==> src/rtl/rs232_cmd_bridge_if.sv <==
// Byte-stream and register-bus signals shared by the command bridge and its neighbours.
// master = the bridge itself; slave = receiver/transmitter/register-bus side.
interface rs232_cmd_bridge_if;
  logic [7:0] rx_data;
  logic       rx_push;
  logic       rx_full;
  logic [7:0] tx_data;
  logic       tx_push;
  logic       tx_full;
  logic [7:0] reg_addr;
  logic [7:0] reg_wdata;
  logic       reg_write;
  logic       reg_read;
  logic [7:0] reg_rdata;
  logic       reg_ack;

  modport master (
    input  rx_data, rx_push, tx_full, reg_rdata, reg_ack,
    output rx_full, tx_data, tx_push, reg_addr, reg_wdata, reg_write, reg_read
  );

  modport slave (
    output rx_data, rx_push, tx_full, reg_rdata, reg_ack,
    input  rx_full, tx_data, tx_push, reg_addr, reg_wdata, reg_write, reg_read
  );
endinterface

==> src/rtl/rs232_cmd_bridge.sv <==
// ASCII hex peek/poke interpreter: parses W/R lines from the UART receiver, runs one
// register-bus beat, and streams the reply to the UART transmitter.
//   IDLE    | waiting for W/R     ADDR_HI/LO | address nibbles   DATA_HI/LO | write data nibbles
//   EOL     | expecting LF        BUS        | request held       RESP       | draining reply bytes
//   SKIP    | discarding a malformed line until LF
module rs232_cmd_bridge #(
  parameter int BUS_TIMEOUT = 255
) (
  input  logic              clock,
  input  logic              reset,
  rs232_cmd_bridge_if.master bus
);

  localparam logic [3:0] ST_IDLE    = 4'd0;
  localparam logic [3:0] ST_ADDR_HI = 4'd1;
  localparam logic [3:0] ST_ADDR_LO = 4'd2;
  localparam logic [3:0] ST_DATA_HI = 4'd3;
  localparam logic [3:0] ST_DATA_LO = 4'd4;
  localparam logic [3:0] ST_EOL     = 4'd5;
  localparam logic [3:0] ST_BUS     = 4'd6;
  localparam logic [3:0] ST_RESP    = 4'd7;
  localparam logic [3:0] ST_SKIP    = 4'd8;

  localparam logic [15:0] TIMEOUT_LAST = 16'(BUS_TIMEOUT - 1);
  localparam logic [7:0]  CH_LF = 8'h0A;
  localparam logic [7:0]  CH_CR = 8'h0D;
  localparam logic [7:0]  CH_QM = 8'h3F;
  localparam logic [7:0]  CH_EX = 8'h21;
  localparam logic [7:0]  CH_K  = 8'h4B;

  logic [3:0]  state;
  logic        is_write;
  logic [7:0]  addr_q;
  logic [7:0]  wdata_q;
  logic        write_q;
  logic        read_q;
  logic [15:0] bus_cnt;
  logic [23:0] resp_buf;
  logic [1:0]  resp_cnt;
  logic [1:0]  push_hist;
  logic        take;
  logic        byte_lf;
  logic        byte_hex;
  logic [3:0]  byte_nib;

  function automatic logic [4:0] hex_decode(input logic [7:0] c);
    hex_decode = 5'd0;
    if (c >= 8'h30 && c <= 8'h39)
      hex_decode = {1'b1, c[3:0]};
    else if ((c >= 8'h41 && c <= 8'h46) || (c >= 8'h61 && c <= 8'h66))
      hex_decode = {1'b1, c[3:0] + 4'd9};
  endfunction

  function automatic logic [7:0] hex_ascii(input logic [3:0] n);
    hex_ascii = (n < 4'd10) ? {4'h3, n} : {4'h4, n - 4'd9};
  endfunction

  assign {byte_hex, byte_nib} = hex_decode(bus.rx_data);
  assign byte_lf = (bus.rx_data == CH_LF);

  assign bus.rx_full = reset | (state == ST_BUS) | (state == ST_RESP);
  // CR never reaches the parser, so it is transparent in every parsing state
  assign take = bus.rx_push & ~bus.rx_full & (bus.rx_data != CH_CR);

  // Two quiet cycles after each push tolerate a transmitter with a registered full flag
  assign bus.tx_push   = (state == ST_RESP) & ~bus.tx_full & (push_hist == 2'b00);
  assign bus.tx_data   = bus.tx_push ? resp_buf[23:16] : 8'hFF;
  assign bus.reg_addr  = addr_q;
  assign bus.reg_wdata = wdata_q;
  assign bus.reg_write = write_q;
  assign bus.reg_read  = read_q;

  always_ff @(posedge clock or posedge reset) begin
    if (reset) begin
      state     <= ST_IDLE;
      is_write  <= 1'b0;
      addr_q    <= 8'h00;
      wdata_q   <= 8'h00;
      write_q   <= 1'b0;
      read_q    <= 1'b0;
      bus_cnt   <= 16'd0;
      resp_buf  <= 24'd0;
      resp_cnt  <= 2'd0;
      push_hist <= 2'b00;
    end else begin
      push_hist <= {push_hist[0], bus.tx_push};
      case (state)
        ST_IDLE: if (take) begin
          if (bus.rx_data == 8'h57 || bus.rx_data == 8'h77) begin
            is_write <= 1'b1;
            state    <= ST_ADDR_HI;
          end else if (bus.rx_data == 8'h52 || bus.rx_data == 8'h72) begin
            is_write <= 1'b0;
            state    <= ST_ADDR_HI;
          end else if (!byte_lf) begin
            state <= ST_SKIP;
          end
        end
        ST_ADDR_HI, ST_ADDR_LO, ST_DATA_HI, ST_DATA_LO: if (take) begin
          if (byte_hex) begin
            if (state == ST_ADDR_HI || state == ST_ADDR_LO)
              addr_q <= {addr_q[3:0], byte_nib};
            else
              wdata_q <= {wdata_q[3:0], byte_nib};
            if (state == ST_ADDR_HI)      state <= ST_ADDR_LO;
            else if (state == ST_ADDR_LO) state <= is_write ? ST_DATA_HI : ST_EOL;
            else if (state == ST_DATA_HI) state <= ST_DATA_LO;
            else                          state <= ST_EOL;
          end else if (byte_lf) begin
            resp_buf <= {CH_QM, CH_LF, 8'h00};
            resp_cnt <= 2'd2;
            state    <= ST_RESP;
          end else begin
            state <= ST_SKIP;
          end
        end
        ST_EOL: if (take) begin
          if (byte_lf) begin
            bus_cnt <= 16'd0;
            write_q <= is_write;
            read_q  <= ~is_write;
            state   <= ST_BUS;
          end else begin
            state <= ST_SKIP;
          end
        end
        ST_BUS: begin
          // ack is checked first so it beats a timeout landing in the same cycle
          if (bus.reg_ack) begin
            write_q <= 1'b0;
            read_q  <= 1'b0;
            state   <= ST_RESP;
            if (is_write) begin
              resp_buf <= {CH_K, CH_LF, 8'h00};
              resp_cnt <= 2'd2;
            end else begin
              resp_buf <= {hex_ascii(bus.reg_rdata[7:4]), hex_ascii(bus.reg_rdata[3:0]), CH_LF};
              resp_cnt <= 2'd3;
            end
          end else if (bus_cnt == TIMEOUT_LAST) begin
            write_q  <= 1'b0;
            read_q   <= 1'b0;
            resp_buf <= {CH_EX, CH_LF, 8'h00};
            resp_cnt <= 2'd2;
            state    <= ST_RESP;
          end else begin
            bus_cnt <= bus_cnt + 16'd1;
          end
        end
        ST_RESP: if (bus.tx_push) begin
          resp_buf <= {resp_buf[15:0], 8'h00};
          resp_cnt <= resp_cnt - 2'd1;
          if (resp_cnt == 2'd1) state <= ST_IDLE;
        end
        ST_SKIP: if (take && byte_lf) begin
          resp_buf <= {CH_QM, CH_LF, 8'h00};
          resp_cnt <= 2'd2;
          state    <= ST_RESP;
        end
        default: state <= ST_IDLE;
      endcase
    end
  end

endmodule

==> src/flat_wrapper.sv <==
// flat-port wrapper written by rule: the top's interface ports become plain ports
module rs232_cmd_bridge_flat 
#(
  parameter int BUS_TIMEOUT = 255
)
  (clock, reset, bus_rx_data, bus_rx_push, bus_tx_full, bus_reg_rdata, bus_reg_ack, bus_rx_full, bus_tx_data, bus_tx_push, bus_reg_addr, bus_reg_wdata, bus_reg_write, bus_reg_read);
  rs232_cmd_bridge_if bus_i ();
  input  logic clock;
  input  logic reset;
  input wire logic [$bits(bus_i.rx_data)-1:0] bus_rx_data;
  input wire logic [$bits(bus_i.rx_push)-1:0] bus_rx_push;
  input wire logic [$bits(bus_i.tx_full)-1:0] bus_tx_full;
  input wire logic [$bits(bus_i.reg_rdata)-1:0] bus_reg_rdata;
  input wire logic [$bits(bus_i.reg_ack)-1:0] bus_reg_ack;
  output wire logic [$bits(bus_i.rx_full)-1:0] bus_rx_full;
  output wire logic [$bits(bus_i.tx_data)-1:0] bus_tx_data;
  output wire logic [$bits(bus_i.tx_push)-1:0] bus_tx_push;
  output wire logic [$bits(bus_i.reg_addr)-1:0] bus_reg_addr;
  output wire logic [$bits(bus_i.reg_wdata)-1:0] bus_reg_wdata;
  output wire logic [$bits(bus_i.reg_write)-1:0] bus_reg_write;
  output wire logic [$bits(bus_i.reg_read)-1:0] bus_reg_read;
  assign bus_i.rx_data = bus_rx_data;
  assign bus_i.rx_push = bus_rx_push;
  assign bus_i.tx_full = bus_tx_full;
  assign bus_i.reg_rdata = bus_reg_rdata;
  assign bus_i.reg_ack = bus_reg_ack;
  assign bus_rx_full = bus_i.rx_full;
  assign bus_tx_data = bus_i.tx_data;
  assign bus_tx_push = bus_i.tx_push;
  assign bus_reg_addr = bus_i.reg_addr;
  assign bus_reg_wdata = bus_i.reg_wdata;
  assign bus_reg_write = bus_i.reg_write;
  assign bus_reg_read = bus_i.reg_read;
  rs232_cmd_bridge #(.BUS_TIMEOUT(BUS_TIMEOUT)) u_core (.clock(clock), .reset(reset), .bus(bus_i));
endmodule
==> config.mk <==
export PLATFORM = sky130hd
export DESIGN_NAME = rs232_cmd_bridge_flat
export DESIGN_NICKNAME = d
export VERILOG_FILES = /design/src/rtl/rs232_cmd_bridge_if.sv /design/src/rtl/rs232_cmd_bridge.sv /design/src/flat_wrapper.sv
export SDC_FILE = /design/constraint.sdc
export NUM_CORES = 1
export LEC_CHECK = 0
export ABC_AREA = 1
export CAP_MARGIN = 25
export CORE_ASPECT_RATIO = 1.2
export CORE_UTILIZATION = 60
export DETAILED_ROUTE_END_ITERATION = 6
export MAX_ROUTING_LAYER = met4
export PLACE_DENSITY = 0.85
export SYNTH_ARGS = -nofsm -noshare
export SYNTH_HDL_FRONTEND = slang
export SYNTH_SLANG_ARGS = --single-unit
==> constraint.sdc <==
create_clock -name clock -period 3.4 [get_ports clock]
set_clock_uncertainty 0.2 [all_clocks]
set_input_delay 0.68 -clock clock [delete_from_list [all_inputs] [get_ports clock]]
set_output_delay 0.68 -clock clock [all_outputs]
set_load 0.03 [all_outputs]
* After elaboration in Yosys (flattened, before gate mapping)
Cells that the tools add are included.
Operators by class: add/subtract/negate cells 5, magnitude comparators 8, eq/ne operators 29, mux-type cells 57, bitwise operators 10, reductions and logical operators 21
Operators by type and width (number):
- 2-to-1 mux 24 bit | 8
- one-hot mux 24 bit (4 select lines) | 1
- 2-to-1 mux 16 bit | 4
- 2-to-1 mux 4 bit | 16
- equality test 8 x 7 -> 1 bit (second input constant) | 4
- one-hot mux 16 bit (2 select lines) | 1
- one-hot mux 4 bit (6 select lines) | 1
- adder 16 x 1 -> 16 bit (second input constant) | 1
- equality test 16 x 8 -> 1 bit (second input constant) | 1
- equality test 4 x 3 -> 1 bit (second input constant) | 4
- >= comparator 8 x 7 -> 1 bit (second input constant) | 2
- less-or-equal comparator 8 x 7 -> 1 bit (second input constant) | 2
- 2-to-1 mux 2 bit | 7
- 2-to-1 mux 7 bit | 2
- != test 2 x 1 -> 1 bit (second input constant) | 7
- AND reduction 4 bit | 3
- 2-to-1 mux 1 bit | 10
- 2-to-1 mux 5 bit | 2
- equality test 4 x 2 -> 1 bit (second input constant) | 2
- equality test 8 x 4 -> 1 bit (second input constant) | 1
- >= comparator 8 x 6 -> 1 bit (second input constant) | 1
- less-or-equal comparator 8 x 6 -> 1 bit (second input constant) | 1
- < comparator 4 bit (second input constant) | 2
- 2-to-1 mux 8 bit | 1
- other kinds (27) | 46
Storage, ports and cells: register bits 67, bits of input ports 21, output and inout bits 28, logic and storage cells 140

* Logic depth before layout (Yosys ltp)
depth in word-level cells 9, gate-level depth with buffers 14, depth with buffers taken out 13

* Least setup slack after synthesis
No wires, ideal clock.
kind input port to output port, start input port reset, end output port bus_rx_full, arrival 2.431 ns, required time 2.520 ns, slack 0.089 ns, cell stages on the path 2, path buffers 0, cells stage by stage inv_1 > nand2_1
Between the ends: cells in the longest elaborated chain, start to end 2
Ends and longest elaborated chain:
- start: declaration | RTL line flat_wrapper.sv:9 | input logic reset;
- bitwise OR 1 bit (2 in a row) | RTL line rs232_cmd_bridge.sv:61 | assign bus.rx_full = reset | (state == ST_BUS) | (state == ST_RESP);
- end: declaration | RTL line flat_wrapper.sv:15 | output wire logic [$bits(bus_i.rx_full)-1:0] bus_rx_full;
No other way between the ends.

* Final worst setup path
start input port bus_tx_full, end output port bus_tx_data[3]
Between the ends: cells in the longest elaborated chain, start to end 4
Ends and longest elaborated chain:
- start: declaration | RTL line flat_wrapper.sv:12 | input wire logic [$bits(bus_i.tx_full)-1:0] bus_tx_full;
- NOT 1 bit | RTL line rs232_cmd_bridge.sv:66 | assign bus.tx_push = (state == ST_RESP) & ~bus.tx_full & (push_hist == 2'b00);
- AND 1 bit (2 in a row) | RTL line rs232_cmd_bridge.sv:66
- 2-to-1 mux 8 bit | RTL line rs232_cmd_bridge.sv:67 | assign bus.tx_data = bus.tx_push ? resp_buf[23:16] : 8'hFF;
- end: declaration | RTL line flat_wrapper.sv:16 | output wire logic [$bits(bus_i.tx_data)-1:0] bus_tx_data;
No other way between the ends.

==> flow_summary.ini <==
[die]
std_cell_rows = 31
start_util_pct = 61.9
num_io_pins = 49
die-area_um2 = 6520
die_y_um = 88.3
core_um2 = 6010
die_w_um = 73.9

[worst_setup_path]
cpMaxStageDelayCell = clkdlybuf4s50_1
critPathArrivalTime_ns = 2.28
start_kind = input pin
reg2reg_to = u_core.state[3]
regToRegSetupSlack_ns = 1.08
crit_fanout = 9
timing.rr.start = u_core.state[0]
setup.worst_path.end = bus_tx_data[3]
cp_num_cells = 6
worstPathCellList = clkdlybuf4s50_1 > nor3_1 > nand2_1 > clkinv_1 > nand2_1 > clkdlybuf4s50_1
cpLargestDelayFamily = buffers and inverters
ff2ff_path_depth = 8
critical_path_buf_inv_count = 3
cp-startpoint = bus_tx_full
endpoint_kind = output pin
critical_path_required_ns = 2.52
critPathMaxStageDelay_ns = 0.68
critical_path_class = in2out

[sta]
fmax_mhz = 316
finalSetupTns_ns = 0
finalSetupViolations = 0
hold_violations = 0
hold-worst-slack_ns = 0.188
rsz0062_at_grt = false
maxSlewViolCount = 0
fin_crit_sh_pct = 93.0
final.min_clock_period_ns = 3.16
relSlewSlack_pct = 55.6
tightest_slew_ns = 0.661

[hold_path]
hp-class = reg2reg

[pwr]
vdd_drop_max_mv = 0.479
p_leak_nw = 2.28
powerDensity_nw_per_um2 = 617

[logic_synthesis]
synth_area_um2 = 3720
synth_compound_area_share_pct = 10.3
synthCells = 538
syn_area_per_cell_um2 = 6.91
yosys_register_bits = 57
synthAdderAreaFrac_pct = 3.03
yosys_warnings = 0
synth_top_family_by_area = simple AND/OR/NAND/NOR gates
synthSimpleGateAreaFrac_pct = 35.3
seq_area_frac_synth_pct = 38.3
synth_fp_nets = 568
synth_mux_area_share_pct = 0
synth-xor-area-share_pct = 2.83
synth_cell_types = 31

[placed_design]
port_buffers = 48
gp_congestion = 0.906
hpwl_um = 6690

[clock_tree]
hold_buffers = 0
cts_resized = 0
clk_pin_slew_ns = 0.07
cts_setup_buffers = 0
h-tree-depth = 3
clkLatencyLatePin_ns = 0.34
cts_buffer_depth = 2
root_buffer = clkbuf_8
clock_sinks = 57
cts_buffers = 9
cts_tree = built

[drt]
drc = 2
drtIter0Drc = 220
num_vias = 3601
viasPerCell = 5.31
drt_wl_total_um = 9250
ant_nets = 0
wl_per_cell_um = 13.6
drt_first_pass_iters = 6

[global_route]
grt_overflow = 0
antenna_found_initial = 0
grt_pass1_wl_um = 14900
grt_max_degree = 47
grt_usage_pct = 31.7
grt_pass1_vias = 3445

[run_status]
status = finished with violations
violations = DRC

[final_layout]
fin_nets = 621
syn_to_final_growth_pct = 21.0
antenna_cells = 0
drive_above_1_share_pct = 8.89

[flow_run]
maxCapViolations = 0
## layer usage
metal	part of all wire (%)	GRT usage, %
met5	0	-
met1	40	34.5
met3	5.0	5.35
met4	4.1	20.5
met2	51	53.1
## cell usage in the layout, fill, tap and decap left out, types with 5 or more instances in the layout
master / netlist / final
a21oi_1: 11 / 11
buf_4: 4 / 5
clkbuf_8: 0 / 9
clkdlybuf4s50_1: 0 / 48
dfrtp_1: 57 / 57
ha_1: 9 / 9
inv_1: 68 / 67
inv_2: 8 / 9
nand2_1: 177 / 177
nand2_2: 7 / 7
nand3_1: 47 / 47
nor2_1: 49 / 49
nor2_2: 5 / 5
nor3_1: 6 / 6
o21ai_0: 27 / 27
o21ai_1: 5 / 5
o21bai_1: 17 / 17
xor2_1: 10 / 10
## final cells by class
cell class / count / area [µm²]
clock buffers: 9 / 124
clock inverters: 7 / 125
fillers: 469 / 1510
inverters: 78 / 293
multi-input cells: 392 / 1910
flip-flops and latches: 57 / 1430
well taps: 82 / 103
repair buffers: 53 / 518
## through the flow
| stage | instances | total power [mW] | setup slack (ns) | cell area (µm²) | utilization [%] |
|---|---|---|---|---|---|
| 2_1_floorplan | 538 | 1.75 | 0.0891 | 3720 | - |
| 3_3_place_gp | 662 | 1.91 | 0.275 | 4250 | 70.7 |
| 3_5_place_dp | 662 | 1.94 | 0.239 | 4250 | 70.7 |
| 4_1_cts | 678 | 2.77 | 0.235 | 4500 | 74.9 |
| 5_1_grt | 678 | 2.95 | 0.0885 | 4500 | 74.9 |
| 6_report | 678 | 2.78 | 0.239 | 4500 | 74.9 |
## registers in the layout, indices dropped and copies added, names as in the netlist
name,cells
u_core.bus_cnt,16
u_core.resp_buf,14
u_core.bus.reg_addr,8
u_core.bus.reg_wdata,8
u_core.state,4
u_core.push_hist,2
u_core.resp_cnt,2
u_core.bus.reg_read,1
u_core.bus.reg_write,1
u_core.is_write,1
## synth_stat cells, drive strengths merged
cell type / number / area share (%)
o22ai: 1 / 0.17
nor3: 6 / 0.81
nand3b: 3 / 0.61
inv: 76 / 7.7
nand2: 185 / 19
buf: 10 / 2.3
dfrtp: 57 / 38
xnor2: 2 / 0.47
nand4: 3 / 0.50
nor2: 56 / 6.4
clkinv: 2 / 0.20
o21ai: 35 / 5.0
or2: 3 / 0.50
xor2: 10 / 2.4
a21oi: 11 / 1.5
a31oi: 1 / 0.17
nand3: 50 / 7.1
o21bai: 17 / 3.4
ha: 9 / 3.0
clkbuf: 1 / 0.10
## worst min-delay path by stage
stage | startpoint | endpoint | cells past startpoint
final | u_core.push_hist[0] | u_core.push_hist[1] | 0
after global routing | u_core.push_hist[0] | u_core.push_hist[1] | 0
after CTS | u_core.push_hist[0] | u_core.push_hist[1] | 0
after detailed placement | u_core.push_hist[0] | u_core.push_hist[1] | 0
after global placement | u_core.push_hist[0] | u_core.push_hist[1] | 0
after floorplan | u_core.push_hist[0] | u_core.push_hist[1] | 0
## power by group
part           switching (mW)  internal, mW  total, mW
registers               0.119         0.821      0.940
logic                   0.682         0.350       1.03
clock network           0.313         0.494      0.807
total                    1.11          1.67       2.78
## kinds of logic after synthesis
| logic type | count (synthesis) |
|---|---|
| AOI/OAI and AO/OA | 65 |
| xor gates and xnor gates | 12 |
| adders and majority gates | 9 |
| buffers and inverters | 89 |
| DFF | 57 |
| and+or+nand+nor | 306 |
No activity file was read; power rests on OpenSTA's default activity.
